[src/rtl/reg_slice_pkg.sv]
// Shared definitions for the register-slice family: occupancy width helper
// and depth legality check used at elaboration.
package reg_slice_pkg;

  localparam int unsigned MIN_DEPTH = 32'd1;

  function automatic int unsigned occ_width(input int unsigned depth);
    return $clog2(depth + 32'd1);
  endfunction

  function automatic bit depth_ok(input int unsigned depth);
    return (depth >= MIN_DEPTH);
  endfunction

endpackage

[src/rtl/reg_slice_forward.sv]
// One forward register-slice stage: valid and payload are registered, ready
// is combinational (empty or draining).
module reg_slice_forward #(
  parameter int unsigned PLD_WIDTH = 32
) (
  input  logic                 clk,
  input  logic                 rst_n,
  input  logic                 flush,
  input  logic                 s_vld,
  output logic                 s_rdy,
  input  logic [PLD_WIDTH-1:0] s_pld,
  output logic                 m_vld,
  input  logic                 m_rdy,
  output logic [PLD_WIDTH-1:0] m_pld
);

  logic                 vld_q;
  logic                 vld_d;
  logic [PLD_WIDTH-1:0] pld_q;
  logic [PLD_WIDTH-1:0] pld_d;
  logic                 rdy_s;
  logic                 load_s;

  // Next-state: flush clears, load captures, drain empties, otherwise hold.
  always_comb begin
    rdy_s  = !vld_q || m_rdy;
    load_s = s_vld && rdy_s;
    vld_d  = vld_q;
    pld_d  = pld_q;
    if (flush) begin
      vld_d = 1'b0;
    end else if (load_s) begin
      vld_d = 1'b1;
      pld_d = s_pld;
    end else if (m_rdy) begin
      vld_d = 1'b0;
    end else begin
      vld_d = vld_q;
    end
  end

  // Stage registers with synchronous active-low reset.
  always_ff @(posedge clk) begin
    if (!rst_n) begin
      vld_q <= 1'b0;
      pld_q <= {PLD_WIDTH{1'b0}};
    end else begin
      vld_q <= vld_d;
      pld_q <= pld_d;
    end
  end

  assign s_rdy = rdy_s;
  assign m_vld = vld_q;
  assign m_pld = pld_q;

endmodule

[src/rtl/reg_slice_occ_chk.sv]
// Occupancy bound checker for reg_slice_forward_pipe; bound only when the
// REG_SLICE_FWD_OCC_EN counter exists.
module reg_slice_occ_chk #(
  parameter int unsigned DEPTH = 2,
  parameter int unsigned OCC_W = 2
) (
  input logic             clk,
  input logic             rst_n,
  input logic [OCC_W-1:0] occ
);

  // The counter must never report more beats than there are stages.
  a_occ_bound : assert property (@(posedge clk) disable iff (!rst_n)
                                 (int'(occ) <= int'(DEPTH)))
    else $error("occ exceeds DEPTH");

endmodule

[src/rtl/reg_slice_forward_pipe.sv]
// DEPTH-stage forward register slice: breaks the valid/payload path, keeps
// ready combinational. Optional occupancy port via REG_SLICE_FWD_OCC_EN.
module reg_slice_forward_pipe
  import reg_slice_pkg::*;
#(
  parameter int unsigned PLD_WIDTH = 32,
  parameter int unsigned DEPTH     = 2
) (
  input  logic                 clk,
  input  logic                 rst_n,
  input  logic                 flush,
  input  logic                 s_vld,
  output logic                 s_rdy,
  input  logic [PLD_WIDTH-1:0] s_pld,
  output logic                 m_vld,
  input  logic                 m_rdy,
  output logic [PLD_WIDTH-1:0] m_pld
`ifdef REG_SLICE_FWD_OCC_EN
  ,
  output logic [occ_width(DEPTH)-1:0] occ
`endif
);

  if (!depth_ok(DEPTH)) begin : g_bad_depth
    $error("reg_slice_forward_pipe: DEPTH must be at least 1");
  end

  // Stage 0 faces upstream; stage DEPTH-1 drives the outputs directly.
  for (genvar k = 0; k < DEPTH; k++) begin : g_stage
    logic                 in_vld_s;
    logic [PLD_WIDTH-1:0] in_pld_s;
    logic                 out_rdy_s;
    logic                 vld_s;
    logic                 rdy_s;
    logic [PLD_WIDTH-1:0] pld_s;

    if (k == 0) begin : g_first
      assign in_vld_s = s_vld && !flush;
      assign in_pld_s = s_pld;
    end else begin : g_inner
      assign in_vld_s = g_stage[k-1].vld_s;
      assign in_pld_s = g_stage[k-1].pld_s;
    end

    if (k == DEPTH - 1) begin : g_last
      assign out_rdy_s = m_rdy;
    end else begin : g_chain
      assign out_rdy_s = g_stage[k+1].rdy_s;
    end

    reg_slice_forward #(
      .PLD_WIDTH (PLD_WIDTH)
    ) u_stage (
      .clk   (clk),
      .rst_n (rst_n),
      .flush (flush),
      .s_vld (in_vld_s),
      .s_rdy (rdy_s),
      .s_pld (in_pld_s),
      .m_vld (vld_s),
      .m_rdy (out_rdy_s),
      .m_pld (pld_s)
    );
  end

  // Flush blocks both handshakes in the cycle it is asserted.
  assign s_rdy = g_stage[0].rdy_s && !flush;
  assign m_vld = g_stage[DEPTH-1].vld_s && !flush;
  assign m_pld = g_stage[DEPTH-1].pld_s;

`ifdef REG_SLICE_FWD_OCC_EN
  localparam int unsigned OCC_W = occ_width(DEPTH);

  logic [OCC_W-1:0] occ_q;
  logic [OCC_W-1:0] occ_d;
  logic             accept_s;
  logic             drain_s;

  // Occupancy tracks external handshakes; both or neither leaves it unchanged.
  always_comb begin
    accept_s = s_vld && s_rdy;
    drain_s  = m_vld && m_rdy;
    occ_d    = occ_q;
    if (flush) begin
      occ_d = {OCC_W{1'b0}};
    end else begin
      case ({accept_s, drain_s})
        2'b10:   occ_d = occ_q + OCC_W'(1'b1);
        2'b01:   occ_d = occ_q - OCC_W'(1'b1);
        default: occ_d = occ_q;
      endcase
    end
  end

  // Occupancy register.
  always_ff @(posedge clk) begin
    if (!rst_n) begin
      occ_q <= {OCC_W{1'b0}};
    end else begin
      occ_q <= occ_d;
    end
  end

  assign occ = occ_q;

  reg_slice_occ_chk #(
    .DEPTH (DEPTH),
    .OCC_W (OCC_W)
  ) u_occ_chk (
    .clk   (clk),
    .rst_n (rst_n),
    .occ   (occ_q)
  );
`endif

endmodule
[config.mk]
export PLATFORM = sky130hd
export DESIGN_NAME = reg_slice_forward_pipe
export DESIGN_NICKNAME = d
export VERILOG_FILES = /design/src/rtl/reg_slice_pkg.sv /design/src/rtl/reg_slice_forward.sv /design/src/rtl/reg_slice_occ_chk.sv /design/src/rtl/reg_slice_forward_pipe.sv
export SDC_FILE = /design/constraint.sdc
export NUM_CORES = 1
export LEC_CHECK = 0
export ABC_AREA = 1
export BUFFER_PORTS_ARGS = -buffer_cell sky130_fd_sc_hd__buf_2
export CORE_ASPECT_RATIO = 0.75
export CORE_MARGIN = 5
export CORE_UTILIZATION = 37
export DETAILED_ROUTE_END_ITERATION = 12
export PLACE_DENSITY = 0.66
export SYNTH_ARGS = -nofsm -noshare
export SYNTH_HDL_FRONTEND = slang
export SYNTH_HIERARCHICAL = 1
export SYNTH_SLANG_ARGS = --single-unit
export TNS_END_PERCENT = 50
[constraint.sdc]
create_clock -name clk -period 3.8 [get_ports clk]
set_input_delay 0.76 -clock clk [delete_from_list [all_inputs] [get_ports clk]]
set_output_delay 0.76 -clock clk [all_outputs]
set_load 0.03 [all_outputs]
=== Word level (Yosys, flattened, before mapping) ===
Cells that the tools add are included.
W data, S select, Z words.

* Muxes and demuxes: 4
* Bitwise operators: 2
* Reductions and logical operators: 15

{| class="wikitable"
|+ Operator list
! operator !! count
|-
| $logic_and A1 B1 Y1 || 5
|-
| $mux W1 || 4
|-
| $reduce_and A2 Y1 || 2
|-
| $reduce_bool A2 Y1 || 2
|-
| $logic_not A1 Y1 || 3
|-
| $logic_or A1 B1 Y1 || 2
|-
| $not A1 Y1 || 2
|-
| $reduce_or A2 Y1 || 1
|}

* Register bits after elaboration: 66
* Bits of input ports: 37
* Output and inout port bits: 34
* Logic and storage cells: 25

=== Logic depth before layout (Yosys ltp) ===
* Word-level depth: 5
* Gate-level depth with buffers: 11
* Depth with buffers taken out: 7

=== By module ===
The synthesis kept the hierarchy.

{| class="wikitable"
|+ By module, submodules not included
! module !! instances !! cells each !! area an instance (µm²) !! seq. area each (µm²)
|-
| reg_slice_forward || 2 || 217 || 1531.5 || 660.6
|-
| reg_slice_forward_pipe || 1 || 6 || 22.5 || 0.0
|}

=== Worst setup path after synthesis ===
No wires, ideal clock.

* Path kind: input to output
* Start point: input m_rdy
* End point: output s_rdy
* Arrival time: 1.955 ns
* Path slack: 1.085 ns
* Stages on the path: 10
* Cells stage by stage: inv_2 -> nand2_1 -> buf_6 -> buf_4 -> inv_2 -> nand2_1 -> buf_6 -> buf_4 -> inv_1 -> nor2_1

* Cells in the longest elaborated chain, start to end: 3

{| class="wikitable"
|+ RTL lines
! element !! RTL line !! text
|-
| from (decl) || reg_slice_forward_pipe.sv:16 || <nowiki>input logic m_rdy,</nowiki>
|-
| $logic_or A1 B1 Y1 || reg_slice_forward.sv:26 || <nowiki>rdy_s = !vld_q || m_rdy;</nowiki>
|-
| net g_stage[0].out_rdy_s || reg_slice_forward_pipe.sv:32 || <nowiki>logic out_rdy_s;</nowiki>
|-
| $logic_or A1 B1 Y1 || reg_slice_forward.sv:26 ||
|-
| net g_stage[0].rdy_s || reg_slice_forward_pipe.sv:34 || <nowiki>logic rdy_s;</nowiki>
|-
| $logic_and A1 B1 Y1 || reg_slice_forward_pipe.sv:67 || <nowiki>assign s_rdy = g_stage[0].rdy_s && !flush;</nowiki>
|-
| to (decl) || reg_slice_forward_pipe.sv:13 || <nowiki>output logic s_rdy,</nowiki>
|}

The timed path passes the listed nets, and every way through them passes these cells.

=== Final worst setup path ===
Same ends and word-level chain as after synthesis.

==> out/qor.yml <==
logic_synthesis:
  synth_seq_cells: 66
  syn-num-nets: 477
  synth.area.top_cells: "dfxtp_1 (43%), a21oi_1 (11%), nand3_1 (10%)"
  ys_types: 13
  netlist_area_um2: 3090
  yosys.area.top_type: "dfxtp_1"
  syn_area_per_cell_um2: 7.01
  yosysSeqAreaShare_pct: 42.8
  syn_inst: 440
  synth_top_area_share_pct: 42.8
  yosys_warnings: 6
place:
  gp_congestion: 0.732
  place_ws_ns: 1.53
  io_buffers: 70
  dp.cells: 583
  dp_hpwl_mm: 4.12
drt:
  drc_errors: 0
  ant_nets: 0
  drtIter0Drc: 221
  dr_total_vias: 2708
  drt_wl_total_mm: 6.61
  vias_per_cell: 4.53
  wl_per_cell_um: 11.0
  first_pass_iters: 5
floorplanning:
  initial_core_util_pct: 38.5
  dieWidth_um: 115
  ios: 71
  die_y_um: 89.1
  core_um2: 8020
  dieArea_um2: 10300
  rows: 28
cts:
  cts.reportedPaths.clkPinSlew_ns: 0.07
  clock_tree.root_cell: "clkbuf_8"
  cts_sinks: 66
  numCtsBuffers: 9
  cts_tree: "built"
  clkLatencyLatePin_ns: 0.34
  cts.repair.resized: 0
  cts_setup_buffers: 0
  cts.htree.levels: 3
  postCtsHoldBufs: 0
  cts_max_path_buffers: 2
timing:
  hold_ws_ns: 0.472
  fin_crit_sh_pct: 56.7
  worst_slack_ns: 1.64
  worst_pin_slew_ns: 1.18
  skew_ns: 0.0119
  slew_headroom_pct: 21.5
  timing.final.hold_violations: 0
  rsz0062_at_grt: "false"
  min_period_ns: 2.16
  finalSetupViolations: 0
  final_max_slew_viol_count: 0
  tns_ns: 0
  fmax_ghz: 0.464
power_and_ir_drop:
  total_power_mw: 1.39
  powerDensity_nw_per_um2: 401
  leakagePower_nw: 1.70
  vdd_ir_drop_max_v: 0.000125
min_path:
  min-delay-start: "g_stage[1].u_stage/m_pld[0]"
  hp-class: "reg2reg"
  whs_path_depth: 2
  min_to: "g_stage[1].u_stage/m_pld[0]"
worst_setup_path:
  worstSetupPathType: "in2out"
  cp.depth: 8
  cp.arrival_ns: 1.40
  crit_fanout: 2
  r2r_cells: 5
  path_cells: "buf_2, inv_2, nand2_2, inv_2, nand2_2, inv_1, nor2_1, buf_2"
  crit_path_start_kind: "primary input"
  endpoint_kind: "output pin"
  crit_buf_inv: 5
  crit_required_ns: 3.04
  reg2reg_to: "g_stage[1].u_stage/m_pld[27]"
  r2r_start: "g_stage[0].u_stage/m_vld"
  cp_top_family: "buffers and inverters"
  reg2reg_setup_slack_ns: 2.25
  worst_path_max_delay_cell: "buf_2"
  max_stage_delay_ns: 0.22
cells_and_area:
  multiInputGateArea_um2: 1200
  regArea_um2: 1320
  syn2layout_area_growth_pct: 12.4
  nFillCells: 874
  stdcell_count: 598
  diodes: 0
  fin_nets: 526
  drive_gt1_share_pct: 18.9
global_route:
  grt_max_degree: 67
  antenna_found_initial: 0
  first_global_vias: 2648
  track_usage_pct: 13.5
  grt_overflow_total: 0
  grt_pass1_wl_mm: 11.4
job:
  cap_violations: 0
status:
  outcome: "finished, final reports clean"
==> per-stage QoR <==
step	instance area [um2]	utilization [%]
3_3_place_gp	3300	41.1
6_report	3470	43.2
3_5_place_dp	3300	41.1
2_1_floorplan	3090	-
5_1_grt	3470	43.2
4_1_cts	3470	43.2
==> cell usage in the layout, fill, tap and decap left out, drive strengths merged, types with 2 or more instances in the layout <==
| cell type | Yosys | routed |
|---|---|---|
| a21oi | 66 | 66 |
| buf | 28 | 72 |
| clkbuf | 6 | 13 |
| dfxtp | 66 | 66 |
| inv | 73 | 73 |
| nand2 | 66 | 66 |
| nand3 | 64 | 64 |
| nor2 | 69 | 69 |
| nor3 | 2 | 2 |
==> worst reg2reg max path, cell delays in order, from the launching register on <==
cell	delay, ns
dfxtp_1	0.40
inv_2	0.08
nor2_8	0.60
nand3_1	0.19
nand2_1	0.11
nor2_1	0.06
==> cell usage after synthesis <==
cell and number:
nand3_1 64, nor2_1 67, buf_2 4, clkbuf_1 6, inv_1 69, a21oi_1 66, nor3_1 2, inv_2 4
dfxtp_1 66, buf_4 6, buf_6 18, nor2_8 2, nand2_1 66
==> cell type report <==
class                   instances  area share, %
inverters                      73           7.90
repair buffers                 72           10.5
flip-flops and latches         66           38.1
clock buffers                  13           4.58
well taps                     105           3.79
clock inverters                 2          0.361
multi-input cells             267           34.7
==> cells by family (layout without fill, tap and decap cells) <==
family	after synthesis	count (layout)	share of synthesized area, %
buffers and inverters	107	160	18.3
AO/OA/AOI/OAI	66	66	10.7
flip-flops	66	66	42.8
AND/OR/NAND/NOR	201	201	28.2
==> power breakdown <==
group          total, mW  internal [mW]  leakage, nW  switching, mW
Sequential         0.729          0.717        0.537         0.0121
Clock              0.520          0.268       0.0855          0.252
Combinational      0.142         0.0541         1.08         0.0878
==> how the worst max path moves through the flow <==
stage                                               to  start  slack (ns)
final                                            s_rdy  m_rdy        1.64
after global routing                             s_rdy  m_rdy        1.55
after CTS                                        s_rdy  m_rdy        1.61
after detailed placement  g_stage[0].u_stage/m_pld[15]  flush        1.53
after global placement     g_stage[0].u_stage/m_pld[2]  flush        1.59
after floorplan                                  s_rdy  m_rdy        1.09
==> registers in the layout (all words and copies together), names as in the netlist <==
signal / count
g_stage.u_stage/m_pld: 64
g_stage.u_stage/m_vld: 2
==> layer usage <==
metal  vias to the layer above  wire (um)  track usage, %
met2                        60       2940            23.2
li1                       1453          -               -
met1                      1188       3220            16.3
met5                         -          0               0
met3                         7        370            3.45
met4                         0         69            5.44
(Power assumes the default switching activity.)
